==> src/rtl/fetch_unit.sv <==
// Instruction fetch unit: issues sequential single-cycle-latency reads into a small in-order queue
// and presents the head to the core; Redirect flushes and restarts fetch at a new word address.
module fetch_unit #(
  parameter logic [31:0] RESET_PC = 32'h0000_0000,
  parameter int unsigned DEPTH    = 2
) (
  input  logic        Clk,
  input  logic        Rst,
  output logic        ImemReq,
  output logic [31:0] ImemAddr,
  input  logic [31:0] ImemRdData,
  output logic        InstrValid,
  input  logic        InstrReady,
  output logic [31:0] InstrOut,
  output logic [31:0] PCOut,
  input  logic        Redirect,
  input  logic [31:0] RedirectPC,
  output logic        AddrErr
);

  localparam int unsigned PtrW = $clog2(DEPTH);
  localparam int unsigned CntW = $clog2(DEPTH + 1);
  localparam logic [CntW:0] Cap = (CntW + 1)'(DEPTH);

  logic [31:0]     fetchPcQ, fetchPcD;
  logic [31:0]     reqPcQ;
  logic            outstandingQ;
  logic [CntW-1:0] countQ, countD;
  logic [PtrW-1:0] headQ, headD, tailQ, tailD;
  logic [31:0]     instrMem [DEPTH];
  logic [31:0]     pcMem    [DEPTH];

  logic            pop, push, canIssue;
  logic [CntW:0]   occupancy;

  always_comb begin
    pop       = (countQ != '0) && InstrReady && !Rst;
    // Slots committed once this cycle settles: queued + in flight - leaving.
    occupancy = {1'b0, countQ} + (CntW + 1)'(outstandingQ) - (CntW + 1)'(pop);
    canIssue  = occupancy < Cap;
    ImemReq   = !Rst && !Redirect && canIssue;
    ImemAddr  = fetchPcQ;
    push      = outstandingQ && !Redirect && !Rst;
    AddrErr   = !Rst && Redirect && (RedirectPC[1:0] != 2'b00);
  end

  always_comb begin
    fetchPcD = fetchPcQ;
    countD   = countQ;
    headD    = headQ;
    tailD    = tailQ;
    if (Redirect) begin
      fetchPcD = {RedirectPC[31:2], 2'b00};
      countD   = '0;
      headD    = '0;
      tailD    = '0;
    end else begin
      if (ImemReq) fetchPcD = fetchPcQ + 32'd4;
      if (push)    tailD    = tailQ + 1'b1;
      if (pop)     headD    = headQ + 1'b1;
      case ({push, pop})
        2'b10:   countD = countQ + 1'b1;
        2'b01:   countD = countQ - 1'b1;
        default: countD = countQ;
      endcase
    end
  end

  always_ff @(posedge Clk) begin
    if (Rst) begin
      fetchPcQ     <= RESET_PC;
      reqPcQ       <= RESET_PC;
      outstandingQ <= 1'b0;
      countQ       <= '0;
      headQ        <= '0;
      tailQ        <= '0;
    end else begin
      fetchPcQ     <= fetchPcD;
      outstandingQ <= ImemReq;
      countQ       <= countD;
      headQ        <= headD;
      tailQ        <= tailD;
      if (ImemReq) reqPcQ <= fetchPcQ;
    end
  end

  // Pointers wrap naturally because DEPTH is a power of two.
  always_ff @(posedge Clk) begin
    if (push) begin
      instrMem[tailQ] <= ImemRdData;
      pcMem[tailQ]    <= reqPcQ;
    end
  end

  always_comb begin
    InstrValid = (countQ != '0) && !Rst;
    InstrOut   = InstrValid ? instrMem[headQ] : 32'h0;
    PCOut      = InstrValid ? pcMem[headQ] : 32'h0;
  end

endmodule

==> config.mk <==
export PLATFORM = sky130hd
export DESIGN_NAME = fetch_unit
export DESIGN_NICKNAME = d
export VERILOG_FILES = /design/src/rtl/fetch_unit.sv
export SDC_FILE = /design/constraint.sdc
export NUM_CORES = 1
export LEC_CHECK = 0
export BUFFER_PORTS_ARGS = -buffer_cell sky130_fd_sc_hd__buf_2
export CAP_MARGIN = 0
export CORE_ASPECT_RATIO = 0.75
export CORE_MARGIN = 10
export CORE_UTILIZATION = 36
export DETAILED_ROUTE_END_ITERATION = 8
export GPL_TIMING_DRIVEN = 0
export SYNTH_ARGS = -nofsm -noshare
export SYNTH_HDL_FRONTEND = slang
export SYNTH_SLANG_ARGS = --single-unit
==> constraint.sdc <==
create_clock -name Clk -period 8 [get_ports Clk]
set_input_delay 1.6 -clock Clk [delete_from_list [all_inputs] [get_ports Clk]]
set_output_delay 1.6 -clock Clk [all_outputs]
set_load 0.05 [all_outputs]
Yosys cells after proc, flatten, opt, wreduce, memory -nomap -nowiden
Memory sizes are Yosys's and may differ from the RTL's. A register that Yosys moved wholly into a read port is not among the register bits.
Index checks and enable logic that the tools add are counted.
Storage, ports and cells
  bits in registers: 69
  latch bits: 0
  bits in writable memories: 128
  ROM bits: 0
  input port bits: 68
  output and inout port bits: 99
  word-level logic and storage cells: 46
  memories: 2
Memory list
  instrMem: words 2, width 32, rd ports 1, clocked after memory_dff 1, wr ports 1, RTL line 30  | logic [31:0] instrMem [DEPTH];
  pcMem: words 2, width 32, rd ports 1, clocked after memory_dff 1, wr ports 1, RTL line 31  | logic [31:0] pcMem [DEPTH];
Operators by class
  $add $sub $neg: 7
  multipliers: 0
  divide/modulo/power cells: 0
  order comparisons: 1
  equality and inequality tests: 2
  shift-type cells: 0
  muxes and demuxes: 11
  bitwise gates (word level): 0
  reduce and logical (&&, ||, !) cells: 16
Operators by type and width (number)
  2-to-1 mux 32 bit: 4
  adder 32 x 3 -> 32 bit (second input constant): 1
  logical AND 1 bit: 9
  nonzero test 2 bit: 4
  2-to-1 mux 1 bit: 6
  case mux 2 bit (2 select lines): 1
  adder 2 x 1 -> 3 bit: 1
  < comparator 3 x 2 -> 1 bit (second input constant): 1
  subtractor 3 x 1 -> 3 bit: 1
  adder 1 bit (second input constant): 2
  adder 2 x 1 -> 2 bit (second input constant): 1
  == test 2 x 1 -> 1 bit (second input constant): 1
  == test 2 bit (second input constant): 1
  zero test 1 bit: 2
  OR reduction 2 bit: 1
  subtractor 2 x 1 -> 2 bit (second input constant): 1

Longest topological paths before layout
  depth after elaboration: 8
  depth in mapped cells: 15
  gate-level depth less buffers: 11

Least setup slack after synthesis
No wires, ideal clock.
  kind: input -> output
  from: input Rst
  to: output ImemReq
  data arrival time: 4.598 ns
  required time: 6.400 ns
  path slack: 1.802 ns
  stages on the path: 13
  path buffers: 5
  cells stage by stage: clkbuf_1 -> o21bai_1 -> clkbuf_1 -> inv_1 -> and2_1 -> ha_1 -> nand2b_1 -> fa_1 -> clkbuf_1 -> nand3_2 -> buf_4 -> inv_2 -> buf_2
On the way
  word-level cells in the longest chain between the ends: 5
  elaborated cells on any way between the ends: 6
  those cells by class: add/sub (1); order compare (1); reduce/logical (4)
Ends and longest elaborated chain
  from (decl): RTL line 8  | input logic Rst,
  zero test 1 bit: RTL line 37  | pop = (countQ != '0) && InstrReady && !Rst;
  logical AND 1 bit: RTL line 37
  named net pop: RTL line 33  | logic pop, push, canIssue;
  subtractor 3 x 1 -> 3 bit: RTL line 39  | occupancy = {1'b0, countQ} + (CntW + 1)'(outstandingQ) - (CntW + 1)'(pop);
  < comparator 3 x 2 -> 1 bit: RTL line 40  | canIssue = occupancy < Cap;
  logical AND 1 bit: RTL line 41  | ImemReq = !Rst && !Redirect && canIssue;
  to (decl): RTL line 9  | output logic ImemReq,
The timed path passes the listed nets, and every way through them passes these cells.

Final worst setup path
Ends and elaborated chain as after synthesis.

==> metrics.txt <==
# Max-Cap Violations 0; Distinct cells, synth 50; initial antenna violation count 0; Hold Buf Count CTS 0; Reg clk slew, reported paths 70 ps; Seq. cell area roughly 5000 µm²; Clk Latency, worst-skew pair around 430 ps; sequential cell area fraction in the yosys report 0.638; top sig layer met4; Crit Path Class input pin to primary output; Iter 0 DRT Violations 574; Clock Root Buffer clkbuf_16; Non-Filler Instances 1154; TritonCTS clock tree yes; worst-path fanout max 10; vias after detailed routing 5762; Tot GR Track Use 0.143; Gate Count Post-Synth 667; met3 routed WL 1810 µm; share of power burned in registers 0.538; EDFF count, synth 124; PnR worst setup slack 887 ps; CP max stage delay 560 ps; WL/cell 17.7 µm; RSZ-0062 raised after global routing no; Post-CTS Setup Inserts 0; port buffer count 161; power share of the clock group 0.387; Syn. warnings 0; Setup TNS 0 ps; Final period util 0.889; diode count 0; main flop type after synthesis edfxtp_1; Reg2Reg Depth 11; GP Congestion between 0.8 and 0.9; Die Ht 148 µm; share of layout cells above drive strength 1 0.258; P_int 0.00152 W; worst min path class register to register; Async SR Flop Fraction 0; fillers around 2000; Mean Syn Cell Area 11.9 µm²; Placeable Area 21400 µm²; # rows 46; HPWL after DPL 14800 µm; DRC 0; die width 191 µm; final critical-path required period ~7000 ps; dpl ws 813 ps; area of the multi-input gates ~2600 µm²; vias in the first global route 5584; worst clock skew 8.67 ps; initial core utilization 0.370; final setup fails 0; WL met2 8250 µm; clk sinks 190; pwr/cell area 209 nW/µm²; Post-Route WL 20400 µm; dpl cells roughly 1100; first drt pass iteration count 5; leak pwr 3.59 nW; Clock Path Buffers 2; fmax 141 MHz; Slew HR 0.488; Final Hold Fails 0; Comb power frac 0.075; Hold Slack 456 ps; CP Launch Type input pin; Crit. End Element primary output; NumNets Final 925; M1 wire length 10100 µm; Worst EP required roughly 6400 ps; R2R Path Start countQ[1]; cts bufs inserted 17; first-pass GRT wire length about 32000 µm; Top delay family on crit path buffers and inverters; worst setup path startpoint Rst; fin. max-slew vios 0; post-CTS sizing 0; Cell Area, Synth ~8000 µm²; Routed Antenna Nets 0; crit path to ImemReq; P_sw 0.000506 W; area grow syn2layout 22.9%; Max rail drop VDD 0.000139 V; Reg2Reg Setup Slack 4040 ps; Vias/cell between 4 and 5; die footprint ~28000 µm²; worst-margin pin slew between 700 and 800 ps; total number of cells along the worst setup path 14; largest net degree at the start of global routing 63; cells along the critical path clkbuf_1 > o21bai_1 > clkbuf_1 > inv_1 > and2_1 > ha_1 > nand2b_1 > fa_1 > clkbuf_1 > nand3_2 > buf_4 > inv_2 > buf_2 > buf_2; io pins 167; H-tree depth 4; status complete, no violations; Critical Path Most Common Cell clkbuf_1; crit path DAT around 5500 ps; Net Sw Frac 0.249; GR Overflow Total 0; Worst path slowest cell clkbuf_1; FF-to-FF End ImemAddr[18]; Yosys reg bits 190; crit path buf inv count 8
## synth_stat cells, types with 6 or more instances
cell	instances	area, µm²
a21oi_1	32	160
a311oi_1	6	52.6
a31oi_1	14	87.6
and2_1	11	68.8
and4_1	6	52.6
buf_2	11	55.1
buf_4	6	45.0
clkbuf_1	29	109
dfxtp_1	66	1320
edfxtp_1	124	3720
inv_1	7	26.3
mux2i_1	62	621
nand2_1	83	312
nand3_1	11	55.1
nand4_1	9	56.3
nor2_1	85	319
o211ai_1	9	67.6
o311ai_0	7	61.3
or3_1	10	62.6
or4_1	15	113
xor2_1	6	52.6
## worst min path at each step
| stage | startpoint | to | slack (ps) | cells past startpoint |
|---|---|---|---|---|
| finish | reqPcQ[10] | pcMem[0][10] | 460 | 0 |
| detailed placement | reqPcQ[4] | pcMem[0][4] | 440 | 0 |
| global route | reqPcQ[5] | pcMem[1][5] | 480 | 0 |
| CTS | reqPcQ[10] | pcMem[0][10] | 460 | 0 |
| floorplan | reqPcQ[10] | pcMem[0][10] | 430 | 0 |
| global placement | reqPcQ[17] | pcMem[0][17] | 440 | 0 |
## layout by cell type, fill, tap and decap left out, types with 6 or more instances in the layout
cell,synthesis,final
a31oi_1,14,14
or3_1,10,10
dfxtp_1,66,66
and4_1,6,6
o211ai_1,9,9
or4_1,15,15
buf_4,6,6
buf_2,11,172
xor2_1,6,6
inv_1,7,7
nor2_1,85,84
clkbuf_1,29,30
mux2i_1,62,62
nand4_1,9,9
a21oi_1,32,32
edfxtp_1,124,124
and2_1,11,11
clkbuf_16,0,17
a311oi_1,6,6
nand3_1,11,11
nand2_1,83,83
o311ai_0,7,7
## per-stage QoR
step                       util  power, W  instance area, µm²
after floorplan               -   0.00120                7920
after global placement    0.426   0.00126                9090
after detailed placement  0.430   0.00126                9170
after CTS                 0.455   0.00205                9720
after global routing      0.455   0.00211                9720
final                     0.455   0.00203                9720
## power by group through the flow
stage | Clock [W] | Combinational [W] | Sequential, W
2_1_floorplan | 0 | 0.0000626 | 0.00114
3_3_place_gp | 0 | 0.000150 | 0.00111
3_5_place_dp | 0 | 0.000153 | 0.00111
4_1_cts | 0.000804 | 0.000153 | 0.00109
5_1_grt | 0.000847 | 0.000166 | 0.00109
6_report | 0.000784 | 0.000153 | 0.00109
## metal layers
| layer | up-vias | track usage |
|---|---|---|
| li1 | 2830 | - |
| met3 | 17 | 0.0463 |
| met4 | 0 | 0.0425 |
| met1 | 2688 | 0.207 |
| met2 | 227 | 0.195 |
| met5 | - | 0 |
## state kept, by name, summed over array words and instances, names as in the netlist, named ones only
register	count
reqPcQ	30
instrMem	64
ImemAddr	30
tailQ	1
outstandingQ	1
countQ	2
headQ	1
pcMem	60
## area by class of cell
class | count | share of cell area
Sequential cell | 190 | 0.519
Clock inverter | 13 | 0.0106
Multi-Input combinational cell | 426 | 0.273
Inverter | 8 | 0.00309
Tap cell | 288 | 0.0371
Clock buffer | 19 | 0.0456
Timing Repair Buffer | 164 | 0.0906
Buffer | 46 | 0.0215
## logic make-up after synthesis
| group | count (synthesis) | share of synthesized area |
|---|---|---|
| compound gates | 92 | 0.0774 |
| xor+xnor | 11 | 0.0146 |
| fa+ha+maj | 4 | 0.00728 |
| buf+inv | 54 | 0.0302 |
| flops | 190 | 0.638 |
| mux | 62 | 0.0785 |
| other cells | 1 | 0.000474 |
| simple gates | 253 | 0.154 |
(Power assumes the default switching activity.)
